--- config.mk ---
export PLATFORM = sky130hd
export DESIGN_NAME = logic_unit_arbiter
export DESIGN_NICKNAME = d
export VERILOG_FILES = /design/src/rtl/logic_unit_arbiter_pkg.sv /design/src/rtl/logic_unit_arbiter_bitwise_unit.sv /design/src/rtl/logic_unit_arbiter.sv
export SDC_FILE = /design/constraint.sdc
export NUM_CORES = 1
export LEC_CHECK = 0
export ABC_AREA = 1
export BUFFER_PORTS_ARGS = -buffer_cell sky130_fd_sc_hd__buf_2
export CORE_AREA = 3 3 51 53
export DETAILED_ROUTE_END_ITERATION = 10
export DIE_AREA = 0 0 54 56
export GPL_TIMING_DRIVEN = 0
export HOLD_SLACK_MARGIN = 0.05
export PLACE_DENSITY = 0.75
export SYNTH_ARGS = -nofsm -noshare
export SYNTH_HDL_FRONTEND = slang
export SYNTH_SLANG_ARGS = --single-unit
--- constraint.sdc ---
create_clock -name clk -period 3.45 [get_ports clk]
set_clock_uncertainty 0.2 [all_clocks]
set_input_delay 0.5175 -clock clk [delete_from_list [all_inputs] [get_ports clk]]
set_output_delay 0.5175 -clock clk [all_outputs]
set_load 0.005 [all_outputs]
--- src/rtl/logic_unit_arbiter_pkg.sv ---
// Shared definitions for the logic-unit arbiter: opcode encodings, default
// sizing and the output-stage state encoding.
package logic_unit_arbiter_pkg;

  localparam int unsigned DEF_NUM_REQ = 4;
  localparam int unsigned DEF_WIDTH   = 2;
  localparam int unsigned OP_W        = 2;

  typedef enum logic [OP_W-1:0] {
    OP_AND  = 2'b00,
    OP_OR   = 2'b01,
    OP_XOR  = 2'b10,
    OP_NAND = 2'b11
  } op_e;

  typedef enum logic {
    ST_EMPTY = 1'b0,
    ST_FULL  = 1'b1
  } state_e;

endpackage

--- src/rtl/logic_unit_arbiter_bitwise_unit.sv ---
// Purely combinational bitwise logic unit shared by all requesters.
// Ports: a, b operands; op opcode (AND/OR/XOR/NAND); y_c result.
module logic_unit_arbiter_bitwise_unit
  import logic_unit_arbiter_pkg::*;
#(
  parameter int unsigned WIDTH = DEF_WIDTH
) (
  input  logic [WIDTH-1:0] a,
  input  logic [WIDTH-1:0] b,
  input  op_e              op,
  output logic [WIDTH-1:0] y_c
);

  // Bitwise, no carry; NAND stays WIDTH bits wide.
  always_comb begin
    y_c = '0;
    case (op)
      OP_AND:  y_c = a & b;
      OP_OR:   y_c = a | b;
      OP_XOR:  y_c = a ^ b;
      OP_NAND: y_c = ~(a & b);
    endcase
  end

endmodule

--- src/rtl/logic_unit_arbiter.sv ---
// Shares one bitwise logic unit between NUM_REQ requesters using a
// round-robin grant and a single registered output stage with backpressure.
// Build option: LOGIC_ARB_FIXED_PRIO_EN selects fixed lowest-index priority
// and removes the round-robin pointer.
// Ports:
//   clk, rst       clock, synchronous active-high reset
//   req_valid      per-requester valid
//   req_ready      per-requester accept (one-hot or zero, combinational)
//   req_a, req_b   packed operands, requester i at [i*WIDTH +: WIDTH]
//   req_op         packed 2-bit opcodes, requester i at [i*2 +: 2]
//   rsp_valid      result held in output stage
//   rsp_ready      consumer accepts result
//   rsp_data       result
//   rsp_id         owner of rsp_data
//   busy           mirrors rsp_valid
module logic_unit_arbiter
  import logic_unit_arbiter_pkg::*;
#(
  parameter int unsigned NUM_REQ = DEF_NUM_REQ,
  parameter int unsigned WIDTH   = DEF_WIDTH,
  parameter int unsigned ID_W    = 2
) (
  input  logic                      clk,
  input  logic                      rst,
  input  logic [NUM_REQ-1:0]        req_valid,
  output logic [NUM_REQ-1:0]        req_ready,
  input  logic [NUM_REQ*WIDTH-1:0]  req_a,
  input  logic [NUM_REQ*WIDTH-1:0]  req_b,
  input  logic [NUM_REQ*OP_W-1:0]   req_op,
  output logic                      rsp_valid,
  input  logic                      rsp_ready,
  output logic [WIDTH-1:0]          rsp_data,
  output logic [ID_W-1:0]           rsp_id,
  output logic                      busy
);

  state_e            state;
  logic [ID_W-1:0]   start_c;
  logic [ID_W-1:0]   win_c;
  logic              found_c;
  logic              can_accept_c;
  logic              accept_c;
  logic [WIDTH-1:0]  y_c;

  logic [WIDTH-1:0]  a_arr  [NUM_REQ];
  logic [WIDTH-1:0]  b_arr  [NUM_REQ];
  logic [OP_W-1:0]   op_arr [NUM_REQ];

  // Unpack per-requester payload fields.
  for (genvar i = 0; i < NUM_REQ; i++) begin : g_unpack
    assign a_arr[i]  = req_a[i*WIDTH +: WIDTH];
    assign b_arr[i]  = req_b[i*WIDTH +: WIDTH];
    assign op_arr[i] = req_op[i*OP_W +: OP_W];
  end

`ifdef LOGIC_ARB_FIXED_PRIO_EN
  assign start_c = '0;
`else
  logic [ID_W-1:0] last_grant;

  // Scan begins one past the last winner, wrapping at NUM_REQ.
  assign start_c = (last_grant == ID_W'(NUM_REQ - 1)) ? '0 : last_grant + ID_W'(1);
`endif

  // First valid requester at or after start_c wins.
  always_comb begin
    int idx;
    found_c = 1'b0;
    win_c   = '0;
    for (int k = 0; k < int'(NUM_REQ); k++) begin
      idx = int'(start_c) + k;
      if (idx >= int'(NUM_REQ)) idx = idx - int'(NUM_REQ);
      if (!found_c && req_valid[ID_W'(idx)]) begin
        found_c = 1'b1;
        win_c   = ID_W'(idx);
      end
    end
  end

  assign can_accept_c = (state == ST_EMPTY) || rsp_ready;
  assign accept_c     = found_c && can_accept_c && !rst;

  // Only the winner sees ready, and only when the output stage can take it.
  always_comb begin
    req_ready = '0;
    if (accept_c) req_ready[win_c] = 1'b1;
  end

  logic_unit_arbiter_bitwise_unit #(
    .WIDTH (WIDTH)
  ) u_bitwise_unit (
    .a   (a_arr[win_c]),
    .b   (b_arr[win_c]),
    .op  (op_e'(op_arr[win_c])),
    .y_c (y_c)
  );

  // Output stage: load on accept, drain on rsp_ready, otherwise hold.
  always_ff @(posedge clk) begin
    if (rst) begin
      state      <= ST_EMPTY;
      rsp_data   <= '0;
      rsp_id     <= '0;
`ifndef LOGIC_ARB_FIXED_PRIO_EN
      last_grant <= ID_W'(NUM_REQ - 1);
`endif
    end else if (accept_c) begin
      state      <= ST_FULL;
      rsp_data   <= y_c;
      rsp_id     <= win_c;
`ifndef LOGIC_ARB_FIXED_PRIO_EN
      last_grant <= win_c;
`endif
    end else if (state == ST_FULL && rsp_ready) begin
      state      <= ST_EMPTY;
    end
  end

  assign rsp_valid = (state == ST_FULL);
  assign busy      = (state == ST_FULL);

endmodule
## Word level (Yosys, flattened, before mapping)

Index checks and enable logic that the tools add are counted.

- Multiplexer cells: 40
- Div/mod/pow operators: 0
- Equality and inequality tests: 4
- Bitwise operators: 6
- $add $sub $neg: 8
- Magnitude comparators: 11
- Reductions and logical operators: 14
- $mul: 0
- Shift operators: 0

Operators with widths:

| operator | count |
|---|---|
| 2-to-1 mux 2 bit | 15 |
| < comparator 2 x 4 -> 1 bit, second input constant | 4 |
| 2-to-1 mux 1 bit | 15 |
| binary-select mux 2 bit (select 2 bit) | 3 |
| >= comparator 3 bit, second input constant | 4 |
| binary-select mux 1 bit (select 2 bit) | 4 |
| case mux 2 bit (4 select lines) | 1 |
| subtractor 2 x 1 -> 2 bit, second input constant | 4 |
| logical AND 1 bit | 7 |
| adder 2 x 2 -> 3 bit, second input constant | 2 |
| == test 2 bit, second input constant | 3 |
| zero test 1 bit | 4 |
| 2-to-1 mux 4 bit | 1 |
| adder 2 x 1 -> 3 bit, second input constant | 1 |
| >= comparator 2 x 3 -> 1 bit, second input constant | 1 |
| < comparator 2 x 3 -> 1 bit, second input constant | 1 |
| inverter 2 -> 3 bit | 1 |
| adder 2 x 1 -> 2 bit, second input constant | 1 |
| AND 2 bit | 1 |
| demux 1 bit (select 2 bit) | 1 |
| == test 2 x 1 -> 1 bit, second input constant | 1 |
| >= comparator 2 x 1 -> 1 bit, second input constant | 1 |
| zero test 2 bit | 1 |
| inverter 2 bit | 1 |
| 5 further kinds | 5 |

- RAM bits: 0
- Latch bits: 0
- Output and inout bits: 10
- Memory bits (read-only): 0
- Memories kept: 0
- Logic and storage cells: 87
- Input port bits: 31
- Flip-flop bits (word level): 7

## Logic depth before layout (Yosys ltp)

- Depth after elaboration: 24
- Depth in mapped cells: 22
- Mapped depth without buffers: 22

## By module

From an unflattened synthesis, not the netlist that was laid out.

- Cells, all modules: 204
- Area, all modules: 1154.9 sq um

Modules (own cells, without submodules):

| module | times used | sequential area each (sq um) | area each (sq um) | cells an instance |
|---|---|---|---|---|
| logic_unit_arbiter | 1 | 140.1 | 1016.0 | 181 |
| logic_unit_arbiter_bitwise_unit | 1 | 0.0 | 138.9 | 23 |

## Worst setup path before layout

No wires, ideal clock.

- Path type: register to register
- From: register last_grant[0]
- To: register rsp_data[1]
- Period minus slack after synthesis: 3.030 ns
- Setup time: 0.116 ns
- Path buffers: 0
- Arrival: 2.714 ns
- Slack: 0.420 ns
- Cell stages (with the launch flop): 17
- Data required time: 3.134 ns
- Cells stage by stage: dfxtp_1 -> inv_2 -> ha_1 -> inv_1 -> nand3_1 -> nand2_2 -> nor2_4 -> nand3_4 -> o21ai_4 -> nand2_1 -> or2_2 -> nand4_2 -> ha_1 -> o21ai_0 -> nand3_1 -> nand2_1 -> a21oi_1

- Word-level cells in the longest chain between the ends: 24
- Elaborated cells between the ends (all ways): 65
- Classes of those cells: add/sub: 8; order compare: 4; eq/ne: 4; mux: 35; bitwise: 5; reduce/logical: 9

Ends and longest elaborated chain:

| element | RTL line | text |
|---|---|---|
| start: declaration | logic_unit_arbiter.sv:59 | `logic [ID_W-1:0] last_grant;` |
| start signal: assignment | logic_unit_arbiter.sv:105 | `last_grant <= ID_W'(NUM_REQ - 1);` |
| start signal: assignment | logic_unit_arbiter.sv:112 | `last_grant <= win_c;` |
| adder 2 x 1 -> 2 bit or == test 2 bit (tied branches) | logic_unit_arbiter.sv:62 | `assign start_c = (last_grant == ID_W'(NUM_REQ - 1)) ? '0 : last_grant + ID_W'(1);` |
| 2-to-1 mux 2 bit * | logic_unit_arbiter.sv:62 |  |
| parallel branches: the longest is 22 deep, another holds adder 2 x 1 -> 3 bit | -- |  |
| end signal: assignment | logic_unit_arbiter.sv:109 | `rsp_data <= y_c;` |
| end: declaration | logic_unit_arbiter.sv:32 | `output logic [WIDTH-1:0] rsp_data,` |

Every way passes the cells marked *. The select of a mux whose other input is x is not followed.
A chain may end at the register's enable or synchronous reset.

## Final worst setup path

Ends and elaborated chain as after synthesis.

==> run_results.csv <==
group,metric,value,unit
clocking,clkSinkCount,7,
cells_and_area,fin_nets,257,
placement,hpwl,1880,um
floorplan,die_area,0.00302,mm^2
global_routing,grt_max_degree,10,
floorplan,initial_core_util,0.465,
placement,placed_area,0.00125,mm^2
synth,ys.flop_type,"dfxtp_1",
synth,synth_common_cells,"43 x nand2_1, 39 x inv_1, 15 x nand3_1",
detailed_routing,viasPerCell,4.51,
synth,synth_edf_count,0,
global_routing,grt_pass1_vias,1011,
synth,synth_area_per_cell,5.93,um^2
clocking,clockRootBuffer,"clkbuf_4",
cells_and_area,finalInstanceArea,0.00132,mm^2
clocking,clock_latency,0.25,ns
detailed_routing,drc,0,
sta,maxSlewHeadroom,0.812,
setup_path,crit_arrival,3.11,ns
synth,syn_inst,172,
global_routing,antenna_found_initial,0,
synth,netlist_area,0.00102,mm^2
detailed_routing,drt_iter0_markers,17,
cells_and_area,diodes,0,
setup_path,rrSetupSlack,0.28,ns
synth,synth_nets,210,
worst_hold_path,worstHoldPathType,"reg -> reg",
clocking,cts-buffers-inserted,3,
setup_path,end_kind,"register",
synth,yosysTopAreaCell,"nand2_1",
floorplan,pin_count,41,
sta,min_period,3.17,ns
detailed_routing,drt_wl_total,2200,um
clocking,cts_buffer_depth,2,
detailed_routing,vias,1109,
sta,hold_violations,0,
global_routing,grt_overflow,0,
cells_and_area,layout-drive-gt1-share,0.344,
worst_hold_path,holdPathStages,2,
clocking,htreeDepth,1,
sta,min_period_over_period,0.919,
synth,yosysMostFrequentCell,"nand2_1",
sta,fin_setup_tns,0,ns
sta,max_freq,0.315,GHz
sta,worst_slew_pin_slew,0.282,ns
global_routing,grtUsageTotal,0.159,
synth,synth_top_area_frac,0.158,
cells_and_area,fill_cells,232,
sta,setup_violations,0,
worst_hold_path,whs_endpoint,"rsp_data[0]",
global_routing,grt_pass1_wl,3880,um
floorplan,fp-row-count,17,
detailed_routing,avgRoutedWirePerCell,8.96,um
floorplan,die_w,54,um
synth,yosysWarnings,0,
detailed_routing,drtAntennaViolNets,0,
setup_path,crit_type,"reg -> reg",
sta,rsz0062_at_grt,"false",
sta,hold_slack,0.264,ns
cells_and_area,area_growth,29.8,%
placement,io_buffers,40,
setup_path,cp.required,3.39,ns
synth,ys_seq_elements,7,
synth,yosys-top-cells-area,"nand2_1 16%, inv_1 14%, dfxtp_1 14%",
clocking,cts.clk_slew.worst_paths,0.05,ns
setup_path,cp-start-kind,"register",
setup_path,rr_startpoint,"last_grant[0]",
setup_path,r2r_cells,17,
setup_path,r2r-end,"rsp_data[1]",
run,drv_cap,0,
synth,ys_types,28,
worst_hold_path,hold_start,"rsp_data[0]",
sta,drv_slew,0,
outcome,status,"finished, final reports clean",
clocking,cts_tree,"done",
synth,synth_async_sr_flop_share,0,
synth,ys_seq_area_frac,0.137,
setup_path,path_max_fanout,9,
placement,place.gp.congestion,0.749,
detailed_routing,first_pass_iters,4,
floorplan,coreArea,0.00219,mm^2
floorplan,dieHeight,56,um
-- per-layer routing --
layer  GRT usage  vias up  part of all wire
li1            -      626                 -
met1       0.212      446              0.46
met2       0.261       35              0.47
met3      0.0349        2             0.066
met4      0.0249        0            0.0054
met5           0        -                 0
-- state kept, by name (all words and copies together), names as in the netlist --
signal and flops:
last_grant 2, rsp_id 2, rsp_data 2, busy 1
-- area by class of cell --
cell class / instances / area (um^2) / area share
multi-input combinational: 121 / 732 / 0.553
timing repair buffer: 42 / 215 / 0.163
inverter: 43 / 164 / 0.124
sequential: 7 / 144 / 0.109
tap: 28 / 35.0 / 0.0265
clock buffer: 4 / 26.3 / 0.0198
buffer: 1 / 7.51 / 0.00567
-- cells by family after synthesis --
logic type                 count (synthesis)  share of synthesized area
and+or+nand+nor                           94                      0.479
AOI/OAI and AO/OA                         20                      0.130
DFF                                        7                      0.137
adders and majority gates                  7                     0.0859
buffers and inverters                     44                      0.168
-- what timing repair did --
action,4_1_cts,5_1_grt
hold buffers,0,0
setup endpoints to repair,0,6
hold endpoints to repair,0,0
buffers inserted,0,2
resized for setup,0,6
-- worst max-delay path: stages (launching register included) --
cell     delay (ns)
dfxtp_4        0.39
inv_2          0.09
ha_4           0.29
inv_1          0.07
nand3_1        0.12
nand2_2        0.10
nor2_4         0.15
nand3_4        0.12
o21ai_4        0.21
buf_4          0.17
nand2_1        0.12
or2_2          0.31
nand4_2        0.11
ha_1           0.23
o21ai_0        0.17
nand3_1        0.09
nand2_1        0.06
a21oi_1        0.05
-- stage by stage --
step / setup WS [ns] / util / instances
2_1_floorplan: 0.420 / - / 172
3_3_place_gp: 0.0490 / 0.573 / 240
3_5_place_dp: 0.0433 / 0.573 / 240
4_1_cts: 0.00945 / 0.585 / 244
5_1_grt: 0.0108 / 0.604 / 246
6_report: 0.279 / 0.604 / 246
-- cells in the final DEF, fill, tap and decap left out, types with 2 or more instances in the layout --
master	instances
nand3b_1	2
nand3_1	15
inv_1	39
nand2_2	8
nor2_4	2
nor2_2	3
or2_1	2
nand2_4	4
o221ai_1	2
clkbuf_4	3
o21ai_0	7
a22oi_1	2
buf_2	40
buf_4	3
nor2_1	9
inv_2	3
nand2_1	43
dfxtp_1	6
ha_1	6
a21oi_1	5
-- worst max-delay path by stage --
stage          slack [ns]           from           to
6_report             0.28  last_grant[0]  rsp_data[1]
5_1_grt              0.01  last_grant[0]  rsp_data[1]
4_1_cts             0.009  last_grant[0]  rsp_data[0]
3_5_place_dp         0.04  last_grant[0]  rsp_data[0]
3_3_place_gp         0.05  last_grant[0]  rsp_data[0]
2_1_floorplan        0.42  last_grant[0]  rsp_data[1]
Power is not shown: default switching activity piles up to over one toggle a cycle in this logic, so the estimate is an artifact.
